`config.mk`:
```
export PLATFORM = sky130hd
export DESIGN_NAME = alu_arbiter_flat
export DESIGN_NICKNAME = d
export VERILOG_FILES = /design/src/rtl/alu_arbiter_if.sv /design/src/rtl/alu_arbiter.sv /design/src/flat_wrapper.sv
export SDC_FILE = /design/constraint.sdc
export NUM_CORES = 1
export LEC_CHECK = 0
export CAP_MARGIN = 20
export CORE_MARGIN = 1.5
export CORE_UTILIZATION = 36
export DETAILED_ROUTE_END_ITERATION = 6
export PLACE_DENSITY_LB_ADDON = 0.2
export REMOVE_ABC_BUFFERS = 1
export SETUP_SLACK_MARGIN = 0.1
export SLEW_MARGIN = 30
export SYNTH_ARGS = -nofsm -noshare
export SYNTH_HDL_FRONTEND = slang
export SYNTH_SLANG_ARGS = --single-unit
```
`constraint.sdc`:
```
create_clock -name clk -period 1.4 [get_ports clk]
set_input_delay 0.21 -clock clk [delete_from_list [all_inputs] [get_ports clk]]
set_output_delay 0.21 -clock clk [all_outputs]
set_load 0.01 [all_outputs]
```
`src/rtl/alu_arbiter_if.sv`:
```
// Bus between two requesters, the shared ALU and the alu_arbiter.
// The slave modport is the arbiter's view; master is the environment's view
// (requesters plus ALU).
interface alu_arbiter_if #(
    parameter int DATA_W = 4,
    parameter int OPN_W  = 3
);
    logic              req0;
    logic              req1;
    logic [DATA_W-1:0] a0;
    logic [DATA_W-1:0] b0;
    logic [DATA_W-1:0] a1;
    logic [DATA_W-1:0] b1;
    logic [OPN_W-1:0]  opn0;
    logic [OPN_W-1:0]  opn1;
    logic [DATA_W-1:0] alu_a;
    logic [DATA_W-1:0] alu_b;
    logic [OPN_W-1:0]  alu_opn;
    logic [DATA_W-1:0] alu_out0;
    logic [DATA_W-1:0] alu_out1;
    logic [3:0]        alu_status;
    logic [DATA_W-1:0] res_out0;
    logic [DATA_W-1:0] res_out1;
    logic [3:0]        res_status;
    logic              done0;
    logic              done1;
    logic              gnt;
    logic              busy;

    modport slave (
        input  req0, req1, a0, b0, a1, b1, opn0, opn1,
        input  alu_out0, alu_out1, alu_status,
        output alu_a, alu_b, alu_opn,
        output res_out0, res_out1, res_status,
        output done0, done1, gnt, busy
    );

    modport master (
        output req0, req1, a0, b0, a1, b1, opn0, opn1,
        output alu_out0, alu_out1, alu_status,
        input  alu_a, alu_b, alu_opn,
        input  res_out0, res_out1, res_status,
        input  done0, done1, gnt, busy
    );
endinterface

```
`src/rtl/alu_arbiter.sv`:
```
// Two-requester arbiter in front of a shared, fixed-latency ALU.
// One operation in flight at a time: IDLE -> WAIT (ALU_LAT+1 cycles) -> DONE.
// Optional feature macro ALU_ARB_RR_EN: round-robin on simultaneous requests;
// when undefined, requester 0 has fixed priority.
module alu_arbiter #(
    parameter int DATA_W  = 4,
    parameter int OPN_W   = 3,
    parameter int ALU_LAT = 1
) (
    input logic           clk,
    input logic           rst,
    alu_arbiter_if.slave  bus
);
    typedef enum logic [1:0] {
        IDLE = 2'd0,
        WAIT = 2'd1,
        DONE = 2'd2
    } state_t;

    localparam logic [3:0] LAT_LOAD = 4'(ALU_LAT);

    state_t            r_state;
    state_t            w_nextState;
    logic [3:0]        r_waitCnt;
    logic [DATA_W-1:0] r_aluA;
    logic [DATA_W-1:0] r_aluB;
    logic [OPN_W-1:0]  r_aluOpn;
    logic [DATA_W-1:0] r_res0;
    logic [DATA_W-1:0] r_res1;
    logic [3:0]        r_resStatus;
    logic              r_gnt;
    logic              w_anyReq;
    logic              w_winner;
    logic              w_issue;
    logic              w_capture;

    assign w_anyReq = bus.req0 | bus.req1;

`ifdef ALU_ARB_RR_EN
    logic r_lastGnt;

    // Remember who was granted at the last issue so a tie goes to the other one.
    always_ff @(posedge clk) begin
        if (rst) begin
            r_lastGnt <= 1'b1;
        end else if (w_issue) begin
            r_lastGnt <= w_winner;
        end
    end

    // Tie -> requester not granted last; otherwise whoever is asking.
    always_comb begin
        w_winner = bus.req1;
        if (bus.req0 && bus.req1) begin
            w_winner = ~r_lastGnt;
        end
    end
`else
    // Fixed priority: requester 1 only wins when requester 0 is quiet.
    always_comb begin
        w_winner = ~bus.req0;
    end
`endif

    // State register.
    always_ff @(posedge clk) begin
        if (rst) begin
            r_state <= IDLE;
        end else begin
            r_state <= w_nextState;
        end
    end

    // Next-state logic plus the issue/capture strobes that drive the datapath.
    always_comb begin
        w_nextState = r_state;
        w_issue     = 1'b0;
        w_capture   = 1'b0;
        case (r_state)
            IDLE: begin
                if (w_anyReq) begin
                    w_issue     = 1'b1;
                    w_nextState = WAIT;
                end
            end
            WAIT: begin
                if (r_waitCnt == 4'd0) begin
                    w_capture   = 1'b1;
                    w_nextState = DONE;
                end
            end
            DONE: begin
                w_nextState = IDLE;
            end
            default: begin
                w_nextState = IDLE;
            end
        endcase
    end

    // Wait counter: loaded with ALU_LAT at issue, WAIT ends when it reaches zero.
    always_ff @(posedge clk) begin
        if (rst) begin
            r_waitCnt <= 4'd0;
        end else if (w_issue) begin
            r_waitCnt <= LAT_LOAD;
        end else if (r_state == WAIT && r_waitCnt != 4'd0) begin
            r_waitCnt <= r_waitCnt - 4'd1;
        end
    end

    // Operand latch at issue and result capture at the end of WAIT; both hold otherwise.
    always_ff @(posedge clk) begin
        if (rst) begin
            r_aluA      <= '0;
            r_aluB      <= '0;
            r_aluOpn    <= '0;
            r_gnt       <= 1'b0;
            r_res0      <= '0;
            r_res1      <= '0;
            r_resStatus <= '0;
        end else begin
            if (w_issue) begin
                r_aluA   <= w_winner ? bus.a1   : bus.a0;
                r_aluB   <= w_winner ? bus.b1   : bus.b0;
                r_aluOpn <= w_winner ? bus.opn1 : bus.opn0;
                r_gnt    <= w_winner;
            end
            if (w_capture) begin
                r_res0      <= bus.alu_out0;
                r_res1      <= bus.alu_out1;
                r_resStatus <= bus.alu_status;
            end
        end
    end

    assign bus.alu_a      = r_aluA;
    assign bus.alu_b      = r_aluB;
    assign bus.alu_opn    = r_aluOpn;
    assign bus.res_out0   = r_res0;
    assign bus.res_out1   = r_res1;
    assign bus.res_status = r_resStatus;
    assign bus.gnt        = r_gnt;
    assign bus.busy       = (r_state != IDLE);
    assign bus.done0      = (r_state == DONE) & ~r_gnt;
    assign bus.done1      = (r_state == DONE) &  r_gnt;
endmodule

```
`src/flat_wrapper.sv`:
```
// flat-port wrapper written by rule: the top's interface ports become plain ports
module alu_arbiter_flat 
#(
    parameter int DATA_W  = 4,
    parameter int OPN_W   = 3,
    parameter int ALU_LAT = 1
)
  (clk, rst, bus_req0, bus_req1, bus_a0, bus_b0, bus_a1, bus_b1, bus_opn0, bus_opn1, bus_alu_out0, bus_alu_out1, bus_alu_status, bus_alu_a, bus_alu_b, bus_alu_opn, bus_res_out0, bus_res_out1, bus_res_status, bus_done0, bus_done1, bus_gnt, bus_busy);
  alu_arbiter_if #(.DATA_W(DATA_W), .OPN_W(OPN_W)) bus_i ();
  input logic clk;
  input logic rst;
  input wire logic [$bits(bus_i.req0)-1:0] bus_req0;
  input wire logic [$bits(bus_i.req1)-1:0] bus_req1;
  input wire logic [$bits(bus_i.a0)-1:0] bus_a0;
  input wire logic [$bits(bus_i.b0)-1:0] bus_b0;
  input wire logic [$bits(bus_i.a1)-1:0] bus_a1;
  input wire logic [$bits(bus_i.b1)-1:0] bus_b1;
  input wire logic [$bits(bus_i.opn0)-1:0] bus_opn0;
  input wire logic [$bits(bus_i.opn1)-1:0] bus_opn1;
  input wire logic [$bits(bus_i.alu_out0)-1:0] bus_alu_out0;
  input wire logic [$bits(bus_i.alu_out1)-1:0] bus_alu_out1;
  input wire logic [$bits(bus_i.alu_status)-1:0] bus_alu_status;
  output wire logic [$bits(bus_i.alu_a)-1:0] bus_alu_a;
  output wire logic [$bits(bus_i.alu_b)-1:0] bus_alu_b;
  output wire logic [$bits(bus_i.alu_opn)-1:0] bus_alu_opn;
  output wire logic [$bits(bus_i.res_out0)-1:0] bus_res_out0;
  output wire logic [$bits(bus_i.res_out1)-1:0] bus_res_out1;
  output wire logic [$bits(bus_i.res_status)-1:0] bus_res_status;
  output wire logic [$bits(bus_i.done0)-1:0] bus_done0;
  output wire logic [$bits(bus_i.done1)-1:0] bus_done1;
  output wire logic [$bits(bus_i.gnt)-1:0] bus_gnt;
  output wire logic [$bits(bus_i.busy)-1:0] bus_busy;
  assign bus_i.req0 = bus_req0;
  assign bus_i.req1 = bus_req1;
  assign bus_i.a0 = bus_a0;
  assign bus_i.b0 = bus_b0;
  assign bus_i.a1 = bus_a1;
  assign bus_i.b1 = bus_b1;
  assign bus_i.opn0 = bus_opn0;
  assign bus_i.opn1 = bus_opn1;
  assign bus_i.alu_out0 = bus_alu_out0;
  assign bus_i.alu_out1 = bus_alu_out1;
  assign bus_i.alu_status = bus_alu_status;
  assign bus_alu_a = bus_i.alu_a;
  assign bus_alu_b = bus_i.alu_b;
  assign bus_alu_opn = bus_i.alu_opn;
  assign bus_res_out0 = bus_i.res_out0;
  assign bus_res_out1 = bus_i.res_out1;
  assign bus_res_status = bus_i.res_status;
  assign bus_done0 = bus_i.done0;
  assign bus_done1 = bus_i.done1;
  assign bus_gnt = bus_i.gnt;
  assign bus_busy = bus_i.busy;
  alu_arbiter #(.DATA_W(DATA_W), .OPN_W(OPN_W), .ALU_LAT(ALU_LAT)) u_core (.clk(clk), .rst(rst), .bus(bus_i));
endmodule
```
After elaboration in Yosys (flattened, before gate mapping)
Index checks and enable logic that the tools add are counted.
Storage, ports and cells
  output and inout bits: 27
  logic and storage cells: 40
  input port bits: 38
  register bits: 30
Operators by class
  equal/unequal tests: 4
  multiplexer cells: 12
  bitwise operators: 5
  reduce and logical (&&, ||, !) cells: 8
  add/subtract/negate cells: 1
Operator list (count)
  2-to-1 mux 4 bit: 2
  2-to-1 mux 1 bit: 6
  logical NOT 4 bit: 1
  2-to-1 mux 2 bit: 2
  != test 2 x 1 -> 1 bit (second input constant): 2
  one-hot mux 2 bit (2 select lines): 1
  nonzero test 2 bit: 2
  nonzero test 4 bit: 1
  subtractor 4 x 1 -> 4 bit (second input constant): 1
  2-to-1 mux 3 bit: 1
  bitwise AND 1 bit: 2
  == test 2 x 1 -> 1 bit (second input constant): 1
  == test 2 bit (second input constant): 1
  logical NOT 2 bit: 1
  NOT 1 bit: 2
  AND reduction 2 bit: 1
  OR reduction 2 bit: 1
  logical AND 1 bit: 1
  OR 1 bit: 1

Depth between registers and ports, before layout
Gate-level depths: netlist (run 1).
  depth after elaboration: 4
  depth in mapped cells: 7
  gate-level depth less buffers: 5

Worst setup path before layout (run 1)
Ideal clock, no wire load.
  path kind: register -> register
  from: register u_core.r_waitCnt[0]
  to: register u_core.r_res1[1], in the netlist u_core.bus.res_out1[1]
  data arrival time: 1328 ps
  path slack: -61 ps
  stages on the path, launching flop included: 8
  path through: dfxtp_1 > inv_1 > ha_1 > or3b_1 > buf_6 > buf_8 > o21ai_0 > a21oi_1
On the way
  longest elaborated chain between the ends: 3
RTL lines
  start: declaration: RTL line alu_arbiter.sv:24  | logic [3:0] r_waitCnt;
  start signal: assignment: RTL line alu_arbiter.sv:108  | r_waitCnt <= r_waitCnt - 4'd1;
  logical NOT 4 bit: RTL line alu_arbiter.sv:87  | if (r_waitCnt == 4'd0) begin
  2-to-1 mux 1 bit: RTL line alu_arbiter.sv:87
  2-to-1 mux 1 bit: RTL line alu_arbiter.sv:79  | case (r_state)
  end signal: assignment: RTL line alu_arbiter.sv:131  | r_res1 <= bus.alu_out1;
  end: declaration: RTL line alu_arbiter.sv:29  | logic [DATA_W-1:0] r_res1;
Every way passes these cells.
A chain may end at the register's enable or synchronous reset.

Final worst setup path (run 1)
  from: register u_core.r_waitCnt[1]
  to: register u_core.r_waitCnt[3]
On the way
  longest elaborated chain between the ends: 2
RTL lines
  parallel branches: the longest is 2 deep, another holds subtractor 4 x 1 -> 4 bit
Parallel ways; which one is timed is not known.

==> results of run 1 <==
through the flow:
| stage | instances | area, um^2 |
|---|---|---|
| floorplan | 130 | 1280 |
| global placement | 256 | 2110 |
| detailed placement | 256 | 2110 |
| CTS | 265 | 2250 |
| global route | 265 | 2250 |
| finish | 265 | 2250 |
power by group:
group	switching [mW]	total, mW	leakage [nW]	internal, mW
Combinational	0.398	0.833	0.647	0.435
Sequential	0.0558	1.00	0.249	0.948
Clock	0.312	0.707	0.0482	0.395
Total	0.765	2.54	0.944	1.78
kinds of logic after synthesis:
family	share of synthesized area
and+or+nand+nor	0.113
AOI/OAI and AO/OA	0.283
buffers and inverters	0.0742
muxes	0.0807
adders and majority gates	0.00916
DFF	0.440
registers in the layout, summed over array words and instances (netlist names):
| register | count |
|---|---|
| u_core.bus.alu_a | 4 |
| u_core.bus.alu_b | 4 |
| u_core.bus.res_out0 | 4 |
| u_core.bus.res_out1 | 4 |
| u_core.bus.res_status | 4 |
| u_core.r_waitCnt | 4 |
| u_core.bus.alu_opn | 3 |
| u_core.r_state | 2 |
| u_core.bus.gnt | 1 |
layout make-up:
type                       count  share of cell area
timing repair buffer          79               0.328
multi-input combinational     96               0.326
sequential                    30               0.272
clock buffer                   7              0.0384
tap                           48              0.0267
inverter                       4             0.00667
clock inverter                 1             0.00222
final timing paths:
path / start / endpoint / slack (ns)
max: u_core.r_waitCnt[1] / u_core.r_waitCnt[3] / -0.04
min: u_core.bus.res_out0[1] / u_core.bus.res_out0[1] / 0.47
min reg2reg: u_core.bus.res_out0[1] / u_core.bus.res_out0[1] / 0.47
max reg2reg: u_core.r_waitCnt[1] / u_core.r_waitCnt[3] / -0.04
placed cells by master (no fill, tap or decap), drive strengths merged, types with 2 or more instances in the layout:
| cell type | instances |
|---|---|
| a211oi | 12 |
| a21oi | 27 |
| a311oi | 2 |
| buf | 16 |
| clkbuf | 8 |
| clkdlybuf4s50 | 37 |
| dfxtp | 30 |
| dlygate4sd2 | 24 |
| inv | 4 |
| mux2i | 11 |
| nand3 | 12 |
| nor2 | 2 |
| nor3b | 2 |
| o21ai | 14 |
| or4 | 2 |
per-layer routing:
layer	routed length, um	vias up	GRT usage
li1	-	675	-
met1	1520	635	0.195
met4	41	0	0.0559
met2	1820	62	0.339
met5	0	-	0
met3	401	4	0.0885
timing repair:
action                     CTS  global route
setup endpoints to repair   56            22
setup buffers                1             0
gates resized for setup     63             7
pin swaps                    5             3
worst reg2reg max path, cell delays in order (launching register included):
cell,delay (ns)
sky130_fd_sc_hd__dfxtp_2,0.32
sky130_fd_sc_hd__buf_4,0.13
sky130_fd_sc_hd__or3_4,0.37
sky130_fd_sc_hd__or4_1,0.42
sky130_fd_sc_hd__a21oi_1,0.14
==> results_dict.tcl, run 1 <==
set metrics [dict create \
    worst_path_dominant_cell_family "simple AND/OR/NAND/NOR gates" \
    floorplan.initialDensity 0.373 \
    worstSkewPairLatency_ns 0.28 \
    post_cts_clock_slew_at_the_launch_and_capture_registers_of_the_worst_setup_and_hold_paths_ns 0.06 \
    skew_ns 0.00261 \
    register_area_um2 612 \
    overflow 0 \
    postSynthCellCount 144 \
    max-cap-violations 0 \
    starting_drt_drc_count 56 \
    clock.fmax_mhz 693 \
    cp_slowest_cell "sky130_fd_sc_hd__or4_1" \
    synth-seq-area-share 0.440 \
    dpl_worst_slack_ns -0.284 \
    cp.required_ns 1.62 \
    worstSetupPathType "reg2reg" \
    data_arrival_time_of_the_critical_path_ns 1.66 \
    final_critical_delay_including_setup_and_external_delays_ns 1.44 \
    end_kind "register" \
    report.final.slew_viol_count 0 \
    netlist_area_before_placement_um2 1370 \
    boundaryPins 65 \
    grt_max_degree 18 \
    post-dp-hpwl_mm 2.71 \
    viasPerCell 5.19 \
    post-route-util 0.615 \
    fillers 324 \
    setup_total_negative_slack_ns -0.341 \
    grt_antenna_before_repair 0 \
    wl_per_cell_um 14.2 \
    core_area_um2 3660 \
    cp.depth 4 \
    r2r_cells 4 \
    layout_setup_ws_ns -0.0439 \
    synth_largest_area_cell "sky130_fd_sc_hd__dfxtp_1" \
    multi_input_area_um2 734 \
    run_status "finished, violations left" \
    syn-mean-instance-area_um2 9.48 \
    p_per_area_nw_per_um2 1130 \
    finalPower_mw 2.54 \
    final.period_utilization 1.03 \
    timing.max_slew.rel_slack 0.841 \
    critical_path.max_fanout 2 \
    finalWirelength_mm 3.78 \
    yosysMostFrequentCell "sky130_fd_sc_hd__dfxtp_1" \
    timing.hold.worst_path_depth 2 \
    cp_slowest_stage_delay_ns 0.42 \
    detail-route-antenna-nets 0 \
    grt_pass1_wl_mm 6.08 \
    ctsHoldBuffers 0 \
    post_synthesis_to_final_layout_area_growth_pct 64.9 \
    grt_use_total 0.189 \
    fp.dieH_um 64.6 \
    tightest_slew_ns 0.236 \
    clock_sink_count 30 \
    cts_root_buffer "sky130_fd_sc_hd__clkbuf_8" \
    floorplan.rows 22 \
    synthFlopType "sky130_fd_sc_hd__dfxtp_1" \
    die_area_um2 4170 \
    antenna-diode-count 0 \
    tritoncts.num_buffers 5 \
    grt_setup_unrepaired "true" \
    die_width_um 64.6 \
    asyncSetResetFlopFracSynth 0 \
    port_buffers 64 \
    drt-pass1-iter-count 3 \
    irDropWorstVdd_mv 0.661 \
    post-route-drc-count 0 \
    finalSetupViolations 16 \
    synth-seq-cells 30 \
    finalHoldViolations 0 \
    power_leakage_nw 0.944 \
    share_of_layout_cells_above_drive_strength_1 0.249 \
    synthTopCellsByCount "sky130_fd_sc_hd__dfxtp_1 (30), sky130_fd_sc_hd__a21oi_1 (27), sky130_fd_sc_hd__o21ai_0 (14)" \
    first_global_vias 1382 \
    synth_cell_type_count 29 \
    clock_tree_from_tritoncts "built" \
    routability_driven_placement_congestion_ratio 0.768 \
    synth_enable_flop_cells 0 \
    synth_area_leaders "sky130_fd_sc_hd__dfxtp_1 (44%), sky130_fd_sc_hd__a21oi_1 (9.9%), sky130_fd_sc_hd__a211oi_2 (9.2%)" \
    setup.worst_path.start_class "register" \
    synthDominantCellAreaShare 0.440 \
    timing.critical_path.buf_inv 1 \
    finish.net_count 255 \
    cts.path.max_buffers 2 \
    synth_warnings 0 \
    path_cells "buf_4 > or3_4 > or4_1 > a21oi_1" \
    min-delay-path-class "reg2reg" \
    failing_checks "negative setup slack" \
    cts-htree-levels 2 \
    vias 1376 \
    whs_ns 0.467 \
]
Power figures use the tool's default switching activity.
==> run 2: changes to the inputs <==
- CAP_MARGIN: 20 -> unset
==> results of run 2 <==
No change in the layout: final DEF, timing and power equal those of run 1.
